<file path="config.mk">
export PLATFORM = sky130hd
export DESIGN_NAME = bchecc_enc_par
export DESIGN_NICKNAME = d
export VERILOG_FILES = /design/src/rtl/bchecc_enc_par.sv
export SDC_FILE = /design/constraint.sdc
export NUM_CORES = 1
export LEC_CHECK = 0
export CAP_MARGIN = 20
export CORE_AREA = 8 8 151 153
export DETAILED_ROUTE_END_ITERATION = 7
export DIE_AREA = 0 0 159 161
export GPL_TIMING_DRIVEN = 0
export SKIP_LAST_GASP = 1
export SLEW_MARGIN = 10
export SYNTH_ARGS = -nofsm -noshare
export SYNTH_HDL_FRONTEND = slang
export SYNTH_SLANG_ARGS = --single-unit
</file>
<file path="constraint.sdc">
create_clock -name clk -period 6.1 [get_ports clk]
set_clock_uncertainty 0.15 [all_clocks]
set_input_delay 0.915 -clock clk [delete_from_list [all_inputs] [get_ports clk]]
set_output_delay 0.915 -clock clk [all_outputs]
set_load 0.05 [all_outputs]
</file>
<file path="src/rtl/bchecc_enc_par.sv">
// Systematic BCH encoder: streams a sector of DW-bit beats through, then appends PW parity bits as PW/DW beats.
// One registered output stage, one cycle per beat; dout_ready_i low freezes the output, the parity register and the counters.

function automatic logic [12:0] bch13_mul(input logic [12:0] a, input logic [12:0] b);
    logic [12:0] p;
    logic [12:0] s;
    p = '0;
    s = a;
    for (int i = 0; i < 13; i++) begin
        if (b[i]) p = p ^ s;
        s = s[12] ? ({s[11:0], 1'b0} ^ 13'h001B) : {s[11:0], 1'b0};
    end
    return p;
endfunction

// g(x) = product of the minimal polynomials of alpha^1,3,..,15 over GF(2^13), p(x) = x^13+x^4+x^3+x+1.
function automatic logic [103:0] bch13_t8_gen();
    logic [104:0]     g;
    logic [104:0]     acc;
    logic [14*13-1:0] m;
    logic [12:0]      root;
    logic [12:0]      c;
    g = 105'd1;
    for (int k = 1; k < 16; k = k + 2) begin
        root = 13'd1;
        for (int e = 0; e < k; e++) root = bch13_mul(root, 13'd2);
        m = '0;
        m[12:0] = 13'd1;
        for (int j = 0; j < 13; j++) begin
            for (int i = 13; i >= 0; i--) begin
                if (i > 0) c = m[(i-1)*13 +: 13];
                else       c = '0;
                m[i*13 +: 13] = c ^ bch13_mul(root, m[i*13 +: 13]);
            end
            root = bch13_mul(root, root);
        end
        acc = '0;
        for (int i = 0; i < 14; i++)
            if (m[i*13]) acc = acc ^ (g << i);
        g = acc;
    end
    return g[103:0];
endfunction

module bchecc_enc_par #(
    parameter int unsigned   DW  = 8,
    parameter int unsigned   PW  = 104,
    parameter logic [PW-1:0] GEN = PW'(bch13_t8_gen()),
    parameter int unsigned   LW  = 10
) (
    input  logic          clk,
    input  logic          rst,
    input  logic          start_i,
    input  logic [LW-1:0] len_i,
    input  logic          abort_i,
    input  logic [DW-1:0] din_i,
    input  logic          din_valid_i,
    output logic          din_ready_o,
    output logic [DW-1:0] dout_o,
    output logic          dout_valid_o,
    input  logic          dout_ready_i,
    output logic          dout_last_o,
    output logic          busy_o,
    output logic          done_o,
    output logic          err_o
);
    localparam int unsigned NPB = PW / DW;
    localparam int unsigned PCW = $clog2(NPB + 1);

    typedef enum logic [1:0] {IDLE, DATA, PAR, LAST} state_t;

    state_t         state_q, state_d;
    logic [LW-1:0]  cnt_q, cnt_d;
    logic [PCW-1:0] pcnt_q, pcnt_d;
    logic [PW-1:0]  r_q, r_d;
    logic [DW-1:0]  dout_q, dout_d;
    logic           dout_valid_q, dout_valid_d;
    logic           dout_last_q, dout_last_d;
    logic           done_q, done_d;
    logic           err_q, err_d;
    logic           out_free;
    logic           din_xfer;

    function automatic logic [PW-1:0] lfsr_step(input logic [PW-1:0] r, input logic [DW-1:0] d);
        logic [PW-1:0] x;
        logic          fb;
        x = r;
        for (int i = DW - 1; i >= 0; i--) begin
            fb = d[i] ^ x[PW-1];
            x  = {x[PW-2:0], 1'b0} ^ (fb ? GEN : '0);
        end
        return x;
    endfunction

    assign out_free    = !dout_valid_q || dout_ready_i;
    // abort_i wins over a transfer, so never advertise ready while it is high
    assign din_ready_o = (state_q == DATA) && out_free && !abort_i;
    assign din_xfer    = din_valid_i && din_ready_o;

    always_comb begin
        state_d      = state_q;
        cnt_d        = cnt_q;
        pcnt_d       = pcnt_q;
        r_d          = r_q;
        dout_d       = dout_q;
        dout_valid_d = dout_valid_q && !dout_ready_i;
        dout_last_d  = dout_last_q && !dout_ready_i;
        done_d       = 1'b0;
        err_d        = start_i && ((state_q != IDLE) || (len_i == '0));
        case (state_q)
            IDLE: begin
                if (start_i && (len_i != '0)) begin
                    cnt_d   = len_i;
                    r_d     = '0;
                    state_d = DATA;
                end
            end
            DATA: begin
                if (din_xfer) begin
                    dout_d       = din_i;
                    dout_valid_d = 1'b1;
                    cnt_d        = cnt_q - LW'(1);
                    r_d          = lfsr_step(r_q, din_i);
                    if (cnt_q == LW'(1)) begin
                        pcnt_d  = PCW'(NPB);
                        state_d = PAR;
                    end
                end
            end
            PAR: begin
                if (out_free) begin
                    dout_d       = r_q[PW-1 -: DW];
                    dout_valid_d = 1'b1;
                    r_d          = r_q << DW;
                    pcnt_d       = pcnt_q - PCW'(1);
                    if (pcnt_q == PCW'(1)) begin
                        dout_last_d = 1'b1;
                        state_d     = LAST;
                    end
                end
            end
            LAST: begin
                if (dout_valid_q && dout_ready_i && dout_last_q) begin
                    dout_valid_d = 1'b0;
                    dout_last_d  = 1'b0;
                    done_d       = 1'b1;
                    state_d      = IDLE;
                end
            end
            default: state_d = IDLE;
        endcase
        if (abort_i && (state_q != IDLE)) begin
            state_d      = IDLE;
            dout_valid_d = 1'b0;
            dout_last_d  = 1'b0;
            r_d          = '0;
            done_d       = 1'b0;
        end
    end

    always_ff @(posedge clk or posedge rst) begin
        if (rst) begin
            state_q      <= IDLE;
            cnt_q        <= '0;
            pcnt_q       <= '0;
            r_q          <= '0;
            dout_q       <= '0;
            dout_valid_q <= 1'b0;
            dout_last_q  <= 1'b0;
            done_q       <= 1'b0;
            err_q        <= 1'b0;
        end else begin
            state_q      <= state_d;
            cnt_q        <= cnt_d;
            pcnt_q       <= pcnt_d;
            r_q          <= r_d;
            dout_q       <= dout_d;
            dout_valid_q <= dout_valid_d;
            dout_last_q  <= dout_last_d;
            done_q       <= done_d;
            err_q        <= err_d;
        end
    end

    assign dout_o       = dout_q;
    assign dout_valid_o = dout_valid_q;
    assign dout_last_o  = dout_last_q;
    assign busy_o       = (state_q != IDLE);
    assign done_o       = done_q;
    assign err_o        = err_q;

endmodule

</file>
==> results of run 1 <==
## path summary, 6_finish.rpt
check	start	end
min in group asynchronous	rst	dout_valid_o
setup / recovery	state_q[1]	din_ready_o
hold reg to reg	dout_o[0]	dout_o[0]
setup reg to reg	state_q[0]	r_q[59]
hold / removal	dout_o[0]	dout_o[0]
max in group asynchronous	rst	r_q[100]
## per-stage QoR
stage / util, % / hold slack [ns] / area, um^2
6_report: 45.9 / 0.330 / 9430
3_5_place_dp: 43.0 / 0.319 / 8840
3_3_place_gp: 42.7 / 0.314 / 8780
5_1_grt: 45.9 / 0.362 / 9430
2_1_floorplan: - / 0.301 / 8060
4_1_cts: 45.8 / 0.333 / 9420
## cell usage in the layout, fill, tap and decap left out, drive strengths merged, types with 11 or more instances in the layout
| cell | Yosys | routed |
|---|---|---|
| a22oi | 34 | 34 |
| mux2i | 11 | 11 |
| a21oi | 41 | 41 |
| nand3 | 14 | 14 |
| o21ai | 74 | 74 |
| inv | 12 | 12 |
| dfrtp | 132 | 132 |
| nor2 | 42 | 42 |
| nand2 | 72 | 72 |
| clkbuf | 33 | 56 |
| a221o | 32 | 32 |
| xnor2 | 119 | 119 |
| xor2 | 25 | 25 |
| nor3 | 40 | 40 |
| clkdlybuf4s50 | 0 | 37 |
| buf | 19 | 23 |
## cells in the mapped netlist, types with 3 or more instances
master / number
sky130_fd_sc_hd__ha_1: 8
sky130_fd_sc_hd__xnor2_4: 7
sky130_fd_sc_hd__clkbuf_1: 33
sky130_fd_sc_hd__dfrtp_1: 132
sky130_fd_sc_hd__nor3_1: 40
sky130_fd_sc_hd__buf_2: 13
sky130_fd_sc_hd__a21o_1: 7
sky130_fd_sc_hd__a31oi_1: 5
sky130_fd_sc_hd__a211o_1: 6
sky130_fd_sc_hd__o22ai_1: 6
sky130_fd_sc_hd__a221o_1: 32
sky130_fd_sc_hd__a22o_1: 3
sky130_fd_sc_hd__a21oi_1: 40
sky130_fd_sc_hd__nor2_1: 42
sky130_fd_sc_hd__xor2_1: 24
sky130_fd_sc_hd__o311ai_0: 6
sky130_fd_sc_hd__xnor2_1: 103
sky130_fd_sc_hd__o21ai_1: 12
sky130_fd_sc_hd__nand2b_1: 6
sky130_fd_sc_hd__inv_1: 12
sky130_fd_sc_hd__buf_1: 4
sky130_fd_sc_hd__nor3b_1: 7
sky130_fd_sc_hd__xnor2_2: 9
sky130_fd_sc_hd__and2_1: 4
sky130_fd_sc_hd__or4_1: 5
sky130_fd_sc_hd__mux2i_1: 11
sky130_fd_sc_hd__a22oi_1: 34
sky130_fd_sc_hd__nand3_1: 14
sky130_fd_sc_hd__xnor3_1: 7
sky130_fd_sc_hd__nor2b_1: 3
sky130_fd_sc_hd__nand2_1: 72
sky130_fd_sc_hd__a32oi_1: 4
sky130_fd_sc_hd__o21ai_0: 62
## routing by layer
metal	wire length [um]	up-vias
met1	11800	3349
met3	2440	71
met5	0	-
met4	1050	0
li1	-	3068
met2	12200	344
## worst max-delay path: stages, from the launching register on
cell and delay [ns]:
sky130_fd_sc_hd__dfrtp_1 0.43, sky130_fd_sc_hd__inv_1 0.09, sky130_fd_sc_hd__ha_1 0.26, sky130_fd_sc_hd__inv_1 0.12, sky130_fd_sc_hd__clkbuf_1 0.51, sky130_fd_sc_hd__clkbuf_1 0.53
sky130_fd_sc_hd__nor3_1 0.10, sky130_fd_sc_hd__clkdlybuf4s50_1 0.72
## cells by family after synthesis
kind of cell / Yosys count / synth area share (%)
fa+ha+maj: 8 / 1.24
simple gates: 201 / 11.5
xor+xnor: 154 / 21.2
compound gates: 242 / 20.5
mux: 11 / 1.37
flops: 132 / 41.0
buf+inv: 64 / 3.27
## registers in the layout, indices dropped and copies added (netlist names)
name	flops
cnt_q	10
done_o	1
dout_last_o	1
dout_o	8
dout_valid_o	1
err_o	1
pcnt_q	4
r_q	104
state_q	2
## final cells by class
type | count | share of cell area (%)
buffer | 52 | 2.32
clock buffer | 22 | 5.03
clock inverter | 9 | 1.10
inverter | 12 | 0.557
multi-input combinational | 616 | 47.7
sequential | 132 | 35.0
tap | 275 | 3.65
timing repair buffer | 42 | 4.59
==> impl_metrics.py, run 1 <==
metrics = {
    "status": {
        "outcome": "finished, final reports clean",
    },
    "finish": {
        "post_layout_nonfiller_instances": 1160,
        "design.final.nets": 905,
        "layout.filler_cells": 1960,
        "area.sequential_um2": 3300,
        "multi_input_comb_area_um2": 4500,
        "antenna_cells": 0,
        "syn_to_final_growth_pct": 17.0,
        "drive_gt1_share_pct": 8.36,
    },
    "die": {
        "initial_utilization_pct": 39.2,
        "die_w_um": 159,
        "num_rows": 53,
        "die-height_um": 161,
        "die-area_um2": 25600,
        "core_region_area_um2": 20600,
        "boundaryPins": 38,
    },
    "setup_path": {
        "worst-endpoint-required_ns": 5.03,
        "critPathArrivalTime_ns": 3.19,
        "crit_type": "reg2out",
        "timing.critical_path.fanout_max": 10,
        "setup.worst_path.start_class": "register",
        "reg2reg_setup_slack_ns": 2.38,
        "ff2ff_path_depth": 10,
        "setup.worst_path.end_class": "output pin",
    },
    "timing": {
        "fmax_mhz": 235,
        "finalHoldViolations": 0,
        "slew_viols_final": 0,
        "maxSlewHeadroom_pct": 22.5,
        "timing_worst_slew_pin_value_ns": 1.16,
        "timing.final.ws_setup_ns": 1.84,
        "unrepaired_setup_endpoints_after_global_routing": "false",
        "fin_setup_tns_ns": 0,
        "post-route-period-util_pct": 69.8,
        "setup_viol": 0,
        "final.min_clock_period_ns": 4.26,
    },
    "logic_synthesis": {
        "yosysTopAreaCellShare_pct": 41.0,
        "post_synth_main_area_contributors": "sky130_fd_sc_hd__dfrtp_1 41%, sky130_fd_sc_hd__xnor2_1 11%, sky130_fd_sc_hd__a221o_1 4.0%, sky130_fd_sc_hd__o21ai_0 3.8%, sky130_fd_sc_hd__nand2_1 3.4%",
        "ys_seq_area_share_pct": 41.0,
        "synth_nets": 844,
        "mappedNetlistArea_um2": 8060,
        "synth.distinct_cells": 60,
        "synth_top_area_cell": "sky130_fd_sc_hd__dfrtp_1",
        "async_flop_share_pct": 100,
        "postSynth.topFlopCell": "sky130_fd_sc_hd__dfrtp_1",
        "syn_avg_cell_area_um2": 9.93,
        "yosysWarningCount": 0,
        "syn-instance-count": 812,
        "postSynthRegisterBits": 132,
        "edff_count_synth": 0,
    },
    "drt": {
        "post-route-drc-count": 0,
        "detail_route.iter0.violations": 768,
        "via_count": 6832,
        "drt-vias-per-instance": 5.89,
        "route.antenna.remaining_nets": 0,
        "routed_wire_length_per_instance_um": 23.7,
        "finalWirelength_mm": 27.5,
        "1st_pass_router_iterations": 7,
    },
    "global_route": {
        "grt_pass1_wl_mm": 41.8,
        "grt_use_total_pct": 21.5,
        "number_of_global_route_vias_before_repair": 6485,
        "grt_use_met1_pct": 28.4,
        "grt-busiest-layer": "met2",
        "globalRouteMet2Util_pct": 33.1,
        "antenna_violations_before_repair": 0,
        "gr-usage-met3_pct": 5.34,
        "largest_net_degree_at_the_start_of_global_routing": 109,
        "grt_overflow_total": 0,
    },
    "clock_tree": {
        "ctsResizeCount": 0,
        "clk_transition_reported_paths_ns": 0.06,
        "clock-root-buffer": "sky130_fd_sc_hd__clkbuf_16",
        "cts_made_buffers": 17,
        "post-cts-setup-buffers": 0,
        "cts_tree": "built",
        "cts_sinks": 132,
        "cts_hold_repair.buffers": 0,
        "clock_insertion_delay_worst_skew_ns": 0.43,
        "cts_max_level": 4,
        "clock_tree.buffer_depth": 2,
    },
    "hold_path": {
        "min_delay_path_depth": 2,
        "worstHoldPathType": "reg2reg",
    },
    "placed_design": {
        "pre_cts_ws_ns": 1.66,
        "place.gp.congestion": 0.900,
        "post-dp-hpwl_mm": 18.6,
        "buffer_ports.inserted": 37,
        "dpl.cell_count": 1127,
    },
    "run": {
        "max-cap-violations": 0,
    },
}
Power of run 1 is left out: the tool's default activity adds up to more than one toggle a clock period on the data nets, which glitch-free logic cannot reach.
==> inputs of run 2 (changes only) <==
==> constraint.sdc (replaced) <==
create_clock -name clk -period 3.4 [get_ports clk]
set_clock_uncertainty 0.15 [all_clocks]
set_input_delay 0.51 -clock clk [delete_from_list [all_inputs] [get_ports clk]]
set_output_delay 0.51 -clock clk [all_outputs]
set_load 0.05 [all_outputs]
==> impl_metrics.py, run 2 (synthesis results as in run 1) <==
metrics = {
    "status": {
        "outcome": "finished, final reports clean",
    },
    "clock_tree": {
        "clk_transition_reported_paths_ns": 0.06,
        "cts_made_buffers": 17,
        "clock-root-buffer": "sky130_fd_sc_hd__clkbuf_16",
        "cts_hold_repair.buffers": 0,
        "clock_insertion_delay_worst_skew_ns": 0.44,
        "cts_tree": "built",
        "cts_sinks": 132,
        "clock_tree.buffer_depth": 2,
        "cts_max_level": 4,
        "post-cts-setup-buffers": 0,
    },
    "setup_path": {
        "crit_path_max_incr_delay_ns": 0.80,
        "worst-endpoint-required_ns": 3.63,
        "critical_path.cell_chain": "clkdlybuf4s50_1 -> xor2_2 -> xnor3_1 -> xnor2_2 -> a21oi_1 -> nor2_1 -> a221o_1",
        "crit_slowest_cell": "sky130_fd_sc_hd__xnor3_1",
        "setup.worst_path.start_class": "input pin",
        "crit_type": "in2reg",
        "setup.worst_path.end_class": "register",
        "cp.buffers_inverters": 1,
        "delay_heaviest_family_cp": "XOR/XNOR gates",
        "critPathArrivalTime_ns": 3.54,
        "timing.critical_path.fanout_max": 6,
    },
    "die": {
        "boundaryPins": 38,
        "die-area_um2": 25600,
        "num_rows": 53,
        "initial_utilization_pct": 39.2,
        "die_w_um": 159,
        "core_region_area_um2": 20600,
        "die-height_um": 161,
    },
    "timing": {
        "unrepaired_setup_endpoints_after_global_routing": "true",
        "fin_setup_tns_ns": 0,
        "timing_worst_slew_pin_value_ns": 1.17,
        "final.min_clock_period_ns": 3.31,
        "slew_viols_final": 0,
        "finalHoldViolations": 0,
        "setup_viol": 0,
        "post-route-period-util_pct": 97.3,
        "fmax_mhz": 302,
        "maxSlewHeadroom_pct": 21.9,
    },
    "finish": {
        "syn_to_final_growth_pct": 19.6,
        "design.final.nets": 908,
        "drive_gt1_share_pct": 10.6,
        "largest_register_ff_count": 104,
        "final_common_cell": "sky130_fd_sc_hd__dfrtp_1",
        "layout.filler_cells": 1945,
        "most-common-layout-cells": "132 x sky130_fd_sc_hd__dfrtp_1, 100 x sky130_fd_sc_hd__xnor2_1, 72 x sky130_fd_sc_hd__nand2_1, 62 x sky130_fd_sc_hd__o21ai_0, 42 x sky130_fd_sc_hd__nor2_1",
        "antenna_cells": 0,
        "largest-register": "r_q",
        "layout.core_utilization_pct": 46.9,
    },
    "global_route": {
        "largest_net_degree_at_the_start_of_global_routing": 29,
        "grt_pass1_wl_mm": 41.5,
        "grt_overflow_total": 0,
        "number_of_global_route_vias_before_repair": 6492,
        "grt_use_total_pct": 21.6,
        "antenna_violations_before_repair": 0,
    },
    "hold_path": {
        "worstHoldPathType": "in2async",
    },
    "drt": {
        "drt-vias-per-instance": 5.88,
        "post-route-drc-count": 0,
        "1st_pass_router_iterations": 6,
        "route.antenna.remaining_nets": 0,
        "via_count": 6850,
        "finalWirelength_mm": 27.4,
        "routed_wire_length_per_instance_um": 23.6,
        "detail_route.iter0.violations": 731,
    },
    "placed_design": {
        "place.gp.congestion": 0.892,
        "post-dp-hpwl_mm": 19.0,
        "buffer_ports.inserted": 37,
    },
    "run": {
        "max-cap-violations": 0,
    },
}
## run 2: changes by cell type in the layout (fill, tap and decap cells not counted), sizes merged
cell           previous run  this run
inv                      12        11
clkinvlp                  2         3
clkinv                    5         2
clkdlybuf4s50            37        36
bufinv                    2         4
buf                      23        27
clkbuf                   56        58
## run 2: layout make-up
type / instances / area, um^2 / area share, %
multi-input combinational: 616 / 4570 / 47.4
timing repair buffer: 45 / 503 / 5.22
buffer: 52 / 229 / 2.37
sequential: 132 / 3300 / 34.3
clock buffer: 24 / 502 / 5.20
clock inverter: 8 / 145 / 1.51
inverter: 12 / 48.8 / 0.506
tap: 275 / 344 / 3.57
## run 2: path summary, 6_finish.rpt
kind / start / to / slack [ns] / cells past startpoint
hold / removal: rst / pcnt_q[2] / 0.26 / 2
setup / recovery: din_i[3] / r_q[51] / 0.09 / 7
hold reg to reg: dout_o[7] / dout_o[7] / 0.33 / 2
max in group asynchronous: rst / r_q[20] / 1.97 / 5
min in group clk: dout_o[7] / dout_o[7] / 0.33 / 2
setup reg to reg: state_q[1] / r_q[55] / 0.23 / 7
## run 2: layer usage
layer | routed length, um | global-route usage (%) | vias up | part of all wire [%]
met3 | 2520 | 5.29 | 65 | 9.2
met5 | 0 | 0 | - | 0
met4 | 991 | 10.0 | 0 | 3.6
li1 | - | - | 3075 | -
met1 | 11800 | 28.9 | 3346 | 43
met2 | 12100 | 32.2 | 364 | 44
## run 2: what timing repair did
action / CTS / global route
cloned: 0 / 0
endpoints found under the setup margin: 70 / 86
gates resized for setup: 7 / 19
## run 2: per-stage QoR
stage / setup WS [ns] / area [um^2] / hold slack [ns] / instances
finish: 0.0905 / 9640 / 0.257 / 1164
global route: -0.00734 / 9640 / 0.258 / 1164
CTS: 0.00425 / 9600 / 0.251 / 1164
detailed placement: -0.716 / 8930 / 0.325 / 1132
global placement: -1.02 / 8780 / 0.315 / 1124
floorplan: 0.480 / 8070 / 0.301 / 812
## run 2: worst register-to-register path, stage by stage (launching register included)
cell and delay (ns):
sky130_fd_sc_hd__dfrtp_1 0.44, sky130_fd_sc_hd__inv_1 0.11, sky130_fd_sc_hd__ha_1 0.25, sky130_fd_sc_hd__clkbuf_1 0.52
sky130_fd_sc_hd__buf_1 0.57, sky130_fd_sc_hd__clkbuf_1 0.55, sky130_fd_sc_hd__a22oi_1 0.28, sky130_fd_sc_hd__o21ai_0 0.23
Power of run 2 is left out for the same reason.
==> patch: new RTL, settings of run 1 <==
Set the parameter `DW` to 16 (it was 8).
--- a/src/rtl/bchecc_enc_par.sv
+++ b/src/rtl/bchecc_enc_par.sv
@@ -45,3 +45,3 @@
 module bchecc_enc_par #(
-    parameter int unsigned   DW  = 8,
+    parameter int unsigned   DW  = 16,
     parameter int unsigned   PW  = 104,
Ports: changed (resized din_i and dout_o); port bits go from 38 to 54. The function was not compared with the original's and may differ.
==> patch against run 1 <==
Cell area up 27%; critical path type is now input pin to register; maximum frequency down 15%; wire length increased by 27%; sequential cell count up 7; worst hold slack worse by 0.0031 ns; setup slack got worse by 0.75 ns; synthesized area is 30% higher; sequential share of layout area decreased by 6.0 points.
Power is not shown: default switching activity piles up to over one toggle a cycle in this logic, so the estimate is an artifact.
==> patch: results (changes against run 1) <==
| Metric | Value |
|---|---|
| Status | finished, final reports clean (unchanged) |
| Post-Layout Cell Count | 1367 (was 1160) |
| Max clock buf depth | 2 (unchanged) |
| Layout fillers | 1769 (was 1960) |
| Worst Path Arrival | 5.18 ns (was 3.19 ns) |
| Mean area per synthesized cell | 10.4 sq um (was 9.93 sq um) |
| Post-DR vias/cell | 5.93 (was 5.89) |
| Commonest cells post-synth | xnor2_1, dfrtp_1, o21ai_0, a22oi_1, xor2_1 (was dfrtp_1, xnor2_1, nand2_1, o21ai_0, nor2_1) |
| Pin count of the biggest net entering global routing | 73 (was 109) |
| Worst Hold Launch | dout_o[5] (was dout_o[0]) |
| Final net count | 1120 (was 905) |
| Crit path from | din_i[3] (was state_q[1]) |
| Vias in the first global route | 7938 (was 6485) |
| First-pass GRT wire length | 53000 um (was 41800 um) |
| Reg2reg path depth | 9 (was 10) |
| Routed length per placed instance | 25.6 um (was 23.7 um) |
| RR Endpoint | r_q[33] (was r_q[59]) |
| Yosys top cell area share | 33.3% (was 41.0%) |
| Syn Nets | 1046 (was 844) |
| Fin. Hold Viols | 0 (unchanged) |
| Port bufs | 52 (was 37) |
| Hold Path End | dout_o[5] (was dout_o[0]) |
| Worst slack at placement | 0.704 ns (was 1.66 ns) |
| Worst-margin pin slew | 1.10 ns (was 1.16 ns) |
| RR Startpoint | r_q[102] (was state_q[0]) |
| Share of cells above drive strength 1 | 7.14% (was 8.36%) |
| Synth cell types | 53 (was 60) |
| DP HPWL | 25300 um (was 18600 um) |
| Gr usage total | 27.5% (was 21.5%) |
| Reg2reg setup slack | 1.60 ns (was 2.38 ns) |
| Sequential fraction of the synthesis area | 33.3% (was 41.0%) |
| DP Cell Count | 1336 (was 1127) |
| Drt pass-1 iters | 5 (was 7) |
| Post-DP Area | 11400 sq um (was 8840 sq um) |
| P&R area growth vs syn | 14.6% (was 17.0%) |
| Synth area leaders | dfrtp_1, xnor2_1, o21ai_0 (was dfrtp_1, xnor2_1, a221o_1) |
## patch: stage by stage
| step | hold slack [ns] | TNS, ns |
|---|---|---|
| after detailed placement | 0.319 | 0 |
| after CTS | 0.334 | 0 |
| after global routing | 0.362 | 0 |
| after floorplan | 0.311 | 0 |
| final | 0.327 | 0 |
| after global placement | 0.314 | -148.05 |
## patch: worst max-delay path: stages
cell and delay (ns):
clkdlybuf4s50_1 0.47, xnor2_1 0.87, xor3_1 0.26, buf_2 0.39, xnor3_4 0.61, xor2_4 0.57
xnor3_1 0.49, xnor2_2 0.20, mux2i_1 0.12, a221o_1 0.26
## patch: cell type report
cell class              instances  share of cell area [%]
multi-input cells             797                    55.7
well taps                     275                    2.87
flip-flops and latches        139                    29.1
inverters                      16                   0.564
clock buffers                  21                    3.85
repair buffers                 55                    4.73
clock inverters                10                    1.19
plain buffers                  54                    2.00
## patch: cell families after synthesis
| logic type | synth area share [%] |
|---|---|
| xor gates and xnor gates | 39.9 |
| AOI/OAI and AO/OA | 15.4 |
| DFF | 33.3 |
| and+or+nand+nor | 5.73 |
| buffers and inverters | 2.86 |
| muxes | 1.82 |
| adders and majority gates | 0.958 |
## patch: per-layer routing
layer	vias up	global-route usage, %	part of all wire [%]
met5	-	0	0
met4	0	13.1	4.3
met3	80	4.56	7.2
met2	339	42.7	45
met1	4051	37.2	43
li1	3633	-	-
## patch: worst max path at each step
stage                           to  slack, ns  cells after the start
after floorplan           cnt_q[0]       1.31                      1
after global placement     r_q[17]      -1.08                      2
after detailed placement   r_q[33]       0.70                     10
after CTS                  r_q[33]       1.14                     10
after global routing       r_q[33]       1.05                     10
final                      r_q[33]       1.09                     10
